==> config.mk <==
export PLATFORM = sky130hd
export DESIGN_NAME = sram_window_reader
export DESIGN_NICKNAME = d
export VERILOG_FILES = /design/src/rtl/cnn_mem_pkg.sv /design/src/rtl/win_skid_fifo.sv /design/src/rtl/sram_window_reader.sv
export SDC_FILE = /design/constraint.sdc
export NUM_CORES = 1
export LEC_CHECK = 0
export CAP_MARGIN = 20
export CORE_MARGIN = 2
export CORE_UTILIZATION = 51
export CTS_CLUSTER_SIZE = 14
export DETAILED_ROUTE_END_ITERATION = 8
export PLACE_DENSITY = 0.79
export REMOVE_ABC_BUFFERS = 1
export SLEW_MARGIN = 30
export SYNTH_ARGS = -nofsm -noshare
export SYNTH_HDL_FRONTEND = slang
export SYNTH_HIERARCHICAL = 1
export SYNTH_SLANG_ARGS = --single-unit
export TNS_END_PERCENT = 1
==> constraint.sdc <==
create_clock -name Clk -period 4.5 [get_ports Clk]
set_input_delay 1.35 -clock Clk [delete_from_list [all_inputs] [get_ports Clk]]
set_output_delay 1.35 -clock Clk [all_outputs]
set_load 0.05 [all_outputs]
==> src/rtl/cnn_mem_pkg.sv <==
// Shared definitions for the CNN memory-side blocks: image geometry,
// the window-reader state encoding and the buffered tap entry.
package cnn_mem_pkg;

    localparam int DATA_W  = 8;
    localparam int KERN_AW = 4;
    localparam int PIX_AW  = 6;
    localparam int IMG_W   = 8;
    localparam int WIN     = 3;

    typedef enum logic [1:0] {
        IDLE,
        ISSUE,
        DRAIN
    } state_e;

    typedef struct packed {
        logic [DATA_W-1:0] data;
        logic [3:0]        tap;
        logic              last;
        logic              pad;
    } tap_entry_t;

    // Row offset of a raster-order tap inside the window (tap / WIN).
    function automatic logic [1:0] tap_row_off(input logic [3:0] tap);
        if (tap < 4'(WIN))   return 2'd0;
        if (tap < 4'(2*WIN)) return 2'd1;
        return 2'd2;
    endfunction

    // Column offset of a raster-order tap inside the window (tap % WIN).
    function automatic logic [1:0] tap_col_off(input logic [3:0] tap);
        logic [3:0] r;
        r = 4'(tap_row_off(tap));
        return 2'(tap - (r + r + r));
    endfunction

endpackage

==> src/rtl/win_skid_fifo.sv <==
// Two-entry FIFO of tap entries that absorbs MAC backpressure between
// the SRAM capture stage and the window output handshake.
module win_skid_fifo
    import cnn_mem_pkg::*;
(
    input  logic       Clk,
    input  logic       Rst_n,
    input  logic       push_i,
    input  logic       pop_i,
    input  tap_entry_t wdata_i,
    output tap_entry_t rdata_o,
    output logic [1:0] count_o,
    output logic       empty_o,
    output logic       full_o
);

    tap_entry_t mem_q [2];
    logic       wr_ptr_q, wr_ptr_d;
    logic       rd_ptr_q, rd_ptr_d;
    logic [1:0] count_q, count_d;
    logic       do_push, do_pop;

    assign empty_o = (count_q == 2'd0);
    assign full_o  = (count_q == 2'd2);
    assign count_o = count_q;
    assign rdata_o = mem_q[rd_ptr_q];
    assign do_push = push_i && !full_o;
    assign do_pop  = pop_i && !empty_o;

    // Pointer and occupancy next-state.
    always_comb begin
        // NOTE: every output of this block is given a default first, so no path leaves it unassigned and no latch is inferred.
        wr_ptr_d = wr_ptr_q;
        rd_ptr_d = rd_ptr_q;
        count_d  = count_q + 2'(do_push) - 2'(do_pop);
        if (do_push) wr_ptr_d = !wr_ptr_q;
        if (do_pop)  rd_ptr_d = !rd_ptr_q;
    end

    // Pointer and occupancy registers, cleared by reset.
    always_ff @(posedge Clk) begin
        // NOTE: sequential state uses non-blocking assignments so every register samples pre-edge values.
        if (!Rst_n) begin
            wr_ptr_q <= 1'b0;
            rd_ptr_q <= 1'b0;
            count_q  <= 2'd0;
        end else begin
            wr_ptr_q <= wr_ptr_d;
            rd_ptr_q <= rd_ptr_d;
            count_q  <= count_d;
        end
    end

    // Entry storage written on push.
    always_ff @(posedge Clk) begin
        // NOTE: storage is deliberately not reset; consumers gate the head entry with empty_o instead.
        if (do_push) mem_q[wr_ptr_q] <= wdata_i;
    end

endmodule

==> src/rtl/sram_window_reader.sv <==
// Reads one WIN x WIN window of pixels from an image slot of the syncRAM
// and streams the taps in raster order over valid/ready, with a two-entry
// buffer and credit-based read issue.
// Optional feature: define SRAM_WINDOW_PAD_EN to zero-pad taps that fall
// outside the image instead of rejecting out-of-range corners.
module sram_window_reader
    import cnn_mem_pkg::*;
#(
    parameter int DATA_W  = cnn_mem_pkg::DATA_W,
    parameter int KERN_AW = cnn_mem_pkg::KERN_AW,
    parameter int PIX_AW  = cnn_mem_pkg::PIX_AW,
    parameter int IMG_W   = cnn_mem_pkg::IMG_W,
    parameter int WIN     = cnn_mem_pkg::WIN
) (
    input  logic               Clk,
    input  logic               Rst_n,
    input  logic               start,
    input  logic [KERN_AW-1:0] startKern,
    input  logic [2:0]         startRow,
    input  logic [2:0]         startCol,
    output logic               busy,
    output logic               err,
    output logic [KERN_AW-1:0] kernAddr,
    output logic [PIX_AW-1:0]  pixAddr,
    output logic               CS,
    output logic               RD,
    output logic               WE,
    input  logic [DATA_W-1:0]  dataIn,
    output logic [DATA_W-1:0]  winData,
    output logic [3:0]         winTap,
    output logic               winValid,
    input  logic               winReady,
    output logic               winLast
);

    localparam logic [3:0] LAST_TAP = 4'(WIN*WIN - 1);

    state_e             state_q, state_d;
    logic [KERN_AW-1:0] kern_q, kern_d;
    logic [2:0]         row_q, row_d;
    logic [2:0]         col_q, col_d;
    logic [3:0]         tap_q, tap_d;
    logic               infl_q, infl_d;
    logic [3:0]         infl_tap_q, infl_tap_d;
    logic               infl_pad_q, infl_pad_d;
    logic               err_q, err_d;

    logic [3:0] row_sum, col_sum;
    logic       pad_tap, start_bad, issue, pop;
    logic [2:0] occupancy;
    tap_entry_t push_entry, head;
    logic [1:0] fifo_count;
    logic       fifo_empty, fifo_full;

    // Address generation for the tap currently being issued.
    assign row_sum = 4'(row_q) + 4'(tap_row_off(tap_q));
    assign col_sum = 4'(col_q) + 4'(tap_col_off(tap_q));
    assign pixAddr = PIX_AW'(8'(row_sum) * 8'(IMG_W) + 8'(col_sum));
    assign kernAddr = kern_q;

`ifdef SRAM_WINDOW_PAD_EN
    assign pad_tap   = (row_sum >= 4'(IMG_W)) || (col_sum >= 4'(IMG_W));
    assign start_bad = 1'b0;
`else
    localparam logic [2:0] MAX_CORNER = 3'(IMG_W - WIN);
    assign pad_tap   = 1'b0;
    assign start_bad = (startRow > MAX_CORNER) || (startCol > MAX_CORNER);
`endif

    // A pop in this cycle returns its credit immediately, so the steady
    // state with winReady high sustains one tap per cycle.
    assign pop       = winValid && winReady;
    assign occupancy = 3'(fifo_count) + 3'(infl_q) - 3'(pop);
    assign issue     = (state_q == ISSUE) && (occupancy < 3'd2);

    assign CS   = issue && !pad_tap;
    assign RD   = issue && !pad_tap;
    assign WE   = 1'b0;
    assign busy = (state_q != IDLE);
    assign err  = err_q;

    // Output view of the buffer head; zero whenever the buffer is empty.
    assign winValid = !fifo_empty;
    assign winData  = (winValid && !head.pad) ? head.data : '0;
    assign winTap   = winValid ? head.tap : 4'd0;
    assign winLast  = winValid && head.last;

    assign push_entry = '{data: dataIn, tap: infl_tap_q,
                          last: (infl_tap_q == LAST_TAP), pad: infl_pad_q};

    win_skid_fifo u_fifo (
        .Clk     (Clk),
        .Rst_n   (Rst_n),
        .push_i  (infl_q),
        .pop_i   (pop),
        .wdata_i (push_entry),
        .rdata_o (head),
        .count_o (fifo_count),
        .empty_o (fifo_empty),
        .full_o  (fifo_full)
    );

    // Sequencer next-state: accept/reject start, issue taps, drain.
    always_comb begin
        state_d    = state_q;
        kern_d     = kern_q;
        row_d      = row_q;
        col_d      = col_q;
        tap_d      = tap_q;
        err_d      = 1'b0;
        infl_d     = issue;
        infl_tap_d = tap_q;
        infl_pad_d = pad_tap;
        case (state_q)
            IDLE: begin
                if (start) begin
                    if (start_bad) begin
                        err_d = 1'b1;
                    end else begin
                        state_d = ISSUE;
                        kern_d  = startKern;
                        row_d   = startRow;
                        col_d   = startCol;
                        tap_d   = 4'd0;
                    end
                end
            end
            ISSUE: begin
                if (issue) begin
                    tap_d = tap_q + 4'd1;
                    if (tap_q == LAST_TAP) state_d = DRAIN;
                end
            end
            DRAIN: begin
                if (pop && winLast) state_d = IDLE;
            end
            default: state_d = IDLE;
        endcase
    end

    // Sequencer registers with synchronous active-low reset.
    always_ff @(posedge Clk) begin
        if (!Rst_n) begin
            state_q    <= IDLE;
            kern_q     <= '0;
            row_q      <= 3'd0;
            col_q      <= 3'd0;
            tap_q      <= 4'd0;
            infl_q     <= 1'b0;
            infl_tap_q <= 4'd0;
            infl_pad_q <= 1'b0;
            err_q      <= 1'b0;
        end else begin
            state_q    <= state_d;
            kern_q     <= kern_d;
            row_q      <= row_d;
            col_q      <= col_d;
            tap_q      <= tap_d;
            infl_q     <= infl_d;
            infl_tap_q <= infl_tap_d;
            infl_pad_q <= infl_pad_d;
            err_q      <= err_d;
        end
    end

    // The credit rule must keep the buffer from ever overflowing.
    always_ff @(posedge Clk) begin
        if (Rst_n) assert (!(infl_q && fifo_full && !pop));
    end

endmodule

* After elaboration in Yosys (flattened, before gate mapping)
Memories as Yosys holds them, arrays and structs flattened. A register that Yosys moved wholly into a read port is not among the register bits.
Index checks and enable logic that the tools add are counted.
** Operators by class
- Add/subtract/negate cells :: 11
- Magnitude comparators :: 5
- Eq/ne operators :: 10
- Muxes and demuxes :: 24
- Bitwise logic cells :: 1
- Reduce and logical (&&, ||, !) cells :: 21
** Operators with widths (number)
- 2-to-1 mux 2 bit :: 9
- 2-to-1 mux 4 bit :: 4
- == test 4 bit, second input constant :: 2
- 2-to-1 mux 1 bit :: 8
- 2-to-1 mux 8 bit :: 1
- inequality test 2 bit, second input constant :: 4
- case mux 4 bit (2 select lines) :: 1
- logical AND 1 bit :: 7
- adder 6 x 4 -> 6 bit :: 1
- > comparator 3 bit, second input constant :: 2
- case mux 2 bit (3 select lines) :: 1
- AND reduction 3 bit :: 2
- AND reduction 5 bit :: 1
- adder 2 bit :: 2
- adder 3 x 2 -> 4 bit :: 1
- adder 4 x 1 -> 4 bit, second input constant :: 1
- == test 2 bit, second input constant :: 2
- logical NOT 1 bit :: 4
- logical NOT 2 bit :: 2
- less-than comparator 4 x 2 -> 1 bit, second input constant :: 1
- less-than comparator 4 x 3 -> 1 bit, second input constant :: 1
- AND reduction 4 bit :: 1
- nonzero test 2 bit :: 2
- adder 2 x 1 -> 3 bit :: 1
- other kinds (11) :: 11
** Word-level totals
- Register bits after elaboration :: 26
- Bits in writable memories :: 26
- Bits of input ports :: 22
- Output and inout port bits :: 29
- Logic and storage cells :: 84
- Memories kept :: 1
** Memory list
- u_fifo.mem_q :: depth 2, width 13, rd ports 1, clocked after Yosys merged registers in 1, write ports 1, RTL line win_skid_fifo.sv:17 : tap_entry_t mem_q [2];

* Longest topological paths before layout
- Depth after elaboration :: 10
- Mapped depth :: 11

* By module
The synthesis kept the hierarchy.
** Modules (own cells, without submodules)
- sram_window_reader :: instances 1, cells each 146, area each 1285.0 um^2, seq. area each 440.4 um^2
- win_skid_fifo :: instances 1, cells each 70, area each 1243.7 um^2, seq. area each 940.9 um^2

* Worst setup path before layout
Ideal clock, no wire load.
- Path type :: input-to-output
- Start point :: input winReady
- End point :: output RD
- Arrival time :: 3374 ps
- Data required time :: 3150 ps
- Path slack :: -224 ps
- Cell stages on the path :: 8
- Path buffers :: 1
- Cell sequence :: nor2b_1 -> ha_1 -> nand2b_1 -> fa_1 -> xnor2_1 -> nand3_1 -> inv_1 -> buf_4
** On the way
- Longest elaborated chain between the ends :: 4
** Ends and longest elaborated chain
- start, declared :: RTL line sram_window_reader.sv:32 : input logic winReady,
- logical AND 1 bit :: RTL line sram_window_reader.sv:72 : assign pop = winValid && winReady;
- subtractor 3 x 1 -> 3 bit :: RTL line sram_window_reader.sv:73 : assign occupancy = 3'(fifo_count) + 3'(infl_q) - 3'(pop);
- less-than comparator 3 x 2 -> 1 bit :: RTL line sram_window_reader.sv:74 : assign issue = (state_q == ISSUE) && (occupancy < 3'd2);
- logical AND 1 bit :: RTL line sram_window_reader.sv:74
- end, declared :: RTL line sram_window_reader.sv:26 : output logic RD,
Every way passes these cells.

* Worst setup path in the final report
- Start point :: input winReady
- End point :: output RD
** On the way
- Longest elaborated chain between the ends :: 4
** Ends and longest elaborated chain
- logical AND 1 bit :: RTL line sram_window_reader.sv:72
- via pop :: RTL line sram_window_reader.sv:49 : logic pad_tap, start_bad, issue, pop;
- subtractor 3 x 1 -> 3 bit :: RTL line sram_window_reader.sv:73
- less-than comparator 3 x 2 -> 1 bit :: RTL line sram_window_reader.sv:74
- logical AND 1 bit :: RTL line sram_window_reader.sv:74
The timed path passes the listed nets, and every way through them passes these cells.

==> run summary <==
Fmax: 230 MHz
CTS Hold Bufs: 0
Synth Warn #: 6
Fin crit period: 4350 ps
Clk Latency, worst-skew pair: 310 ps
Setup crit end kind: output port
Clock root cell: clkbuf_8
WS Path Type: primary input to output port
Final period util: 96.6%
Tightest Hold Check Type: flop to flop
CTS sink count: 55
TritonRoute pass-1 iters: 4
Largest buffer count on any clock path: 2
Largest net degree at the start of global routing: 18
FP Rows: 25
Clock Skew: 6.90 ps
Arrival time of the worst setup path: 3000 ps
Grt met3 use: 3.79%
Worst r2r src: u_fifo/count_o[1]
H-tree depth: 2
Switching portion of total power: 27.2%
Placed Instances: 331
Ratio of cells with drive above 1 in the final layout: 18.8%
Synthesized instance count: 215
CTS tree: built
Hold endpoint: u_fifo/mem_q[0][3]
Sequential Power Share: 50.3%
CP Data Required Time: 3150 ps
Final Max Tran Viols: 0
DIE HEIGHT: 74.4 microns
Combinational Power Share: 20.7%
Relative slew slack: 54.9%
Crit start category: primary input
Clock power share: 29.0%
Total congestion overflow: 0
PwrDens: 335 nW/um^2
Die Width: 74.4 microns
Syn_area_per_cell: 11.7 sq um
DRC: 0
Fill cell count: 352
R2R setup slack: 1750 ps
Met1 Usage GRT: 21.2%
Tot GR Track Use: 18.3%
Final setup viols: 0
Total wire length: 4.63 mm
Measured slew at the worst slew-check pin: 676 ps
Initial Util: 53.1%
Lkg Pwr: 1.36 nW
Number of global-route vias before repair: 1,663
Critical register-to-register path endpoint: infl_tap_d[2]
CTS clk-pin slew, worst paths: 90 ps
Max Cap Viol: 0
P_sw: 0.301 mW
CTS Buf Count: 5
Antenna violations before repair: 0
DIE AREA: 5530 sq um
Global-route layer with the greatest usage: met2
Internal power: 0.807 mW
Fin cells: 344
Min-delay src: infl_tap_q[1]
Drt initial violations: 82
IO Port Bufs: 49
Antenna Cells: 0
Grt met2 use: 32.5%
Area growth, synth to finish: 31.1%
First-pass GRT wire length: 7.46 mm
Hold path cells: 0
Setup TNS Final: 0 ps
Core Area: 4750 sq um
# IOs: 51
Reg area: 1380 sq um
ANT nets after route: 0
Cell area after synthesis: 2520 sq um
Reg2reg path depth: 11
Multi-input gate area: 1110 sq um
Unrepaired setup endpoints after global routing: no
Wire length per cell: 13.4 microns
Hpwl dp: 3.23 mm
Final estimated routing congestion in global placement: 0.728
DR vias/cell: 4.93
Worst-path fanout max: 3
Fin. Hold Viols: 0
VDD IR max: 0.000180 V
Vias: 1,697
Fin nets: 310
Outcome: complete, no violations
cells in the final DEF, fill, tap and decap left out, types with 2 or more instances in the layout:
| cell | count |
|---|---|
| clkdlybuf4s50_1 | 41 |
| edfxtp_1 | 28 |
| dfxtp_1 | 26 |
| nor2_1 | 19 |
| nand2_1 | 15 |
| mux2_2 | 14 |
| buf_4 | 13 |
| and2_1 | 12 |
| inv_1 | 11 |
| xnor2_1 | 7 |
| mux2i_1 | 7 |
| ha_1 | 7 |
| a21oi_1 | 6 |
| xor2_1 | 6 |
| nor2b_1 | 5 |
| nand3_1 | 5 |
| clkbuf_8 | 5 |
| nand4_1 | 3 |
| nand2b_1 | 3 |
| conb_1 | 3 |
| buf_12 | 3 |
| a21o_1 | 2 |
| nor2_2 | 2 |
| o211ai_1 | 2 |
| nor3_1 | 2 |
| o21a_1 | 2 |
| and3_1 | 2 |
| fa_1 | 2 |
power by group through the flow:
stage	Combinational (mW)	Clock, mW	Sequential (mW)
floorplan	0.126	0	0.575
global placement	0.211	0	0.567
detailed placement	0.215	0	0.569
CTS	0.229	0.329	0.558
global route	0.244	0.346	0.561
finish	0.229	0.322	0.558
layer usage:
layer	wire length, microns	part of all wire (%)
met1	2010	43
met2	2280	49
met3	244	5.3
met4	93	2.0
met5	0	0
state kept, by name, indices dropped and copies added, names as in the netlist, named ones only:
signal           count
infl_tap_d           4
state_q              2
err                  1
u_fifo/count_o       2
u_fifo/rd_ptr_q      1
u_fifo/mem_q        28
row_q                3
u_fifo/wr_ptr_q      1
infl_q               1
infl_tap_q           4
kernAddr             4
col_q                3
worst max path at each step:
stage	startpoint	end	slack, ps	depth (start not counted)
after CTS	infl_tap_d[1]	pixAddr[4]	30	12
after global placement	winReady	RD	-410	9
after detailed placement	winReady	RD	-420	9
after global routing	infl_tap_d[1]	pixAddr[4]	20	12
final	winReady	RD	150	9
after floorplan	winReady	CS	-210	7
stage by stage:
stage	power, mW	util [%]	worst slack, ps	hold slack (ps)	area (sq um)
2_1_floorplan	0.700	-	-206	418	2490
5_1_grt	1.15	69.6	24.6	485	3310
3_5_place_dp	0.784	65.4	-423	451	3110
3_3_place_gp	0.779	65.4	-411	432	3110
4_1_cts	1.12	69.4	28.1	473	3300
6_report	1.11	69.6	153	464	3310
worst max-delay path, cell delays in order:
cell and delay [ps]:
dlygate4sd2_1 230, nor2b_4 130, ha_4 230, nand2b_4 130
fa_2 370, xnor2_2 170, nand3_2 120, inv_4 110
buf_12 140
final cells by class:
cell class | count | area share [%]
clock buffer | 6 | 2.19
clock inverter | 2 | 1.13
inverter | 12 | 1.44
multi-input combinational | 144 | 33.5
sequential | 55 | 41.8
tap | 67 | 2.53
timing repair buffer | 58 | 17.4
what timing repair did:
| action | CTS | global route |
|---|---|---|
| buffers inserted | 5 | 0 |
| resized for setup | 10 | 4 |
| endpoints found under the setup margin | 2 | 2 |
| cloned | 0 | 0 |
| pin swaps | 4 | 0 |
(Power assumes the default switching activity.)
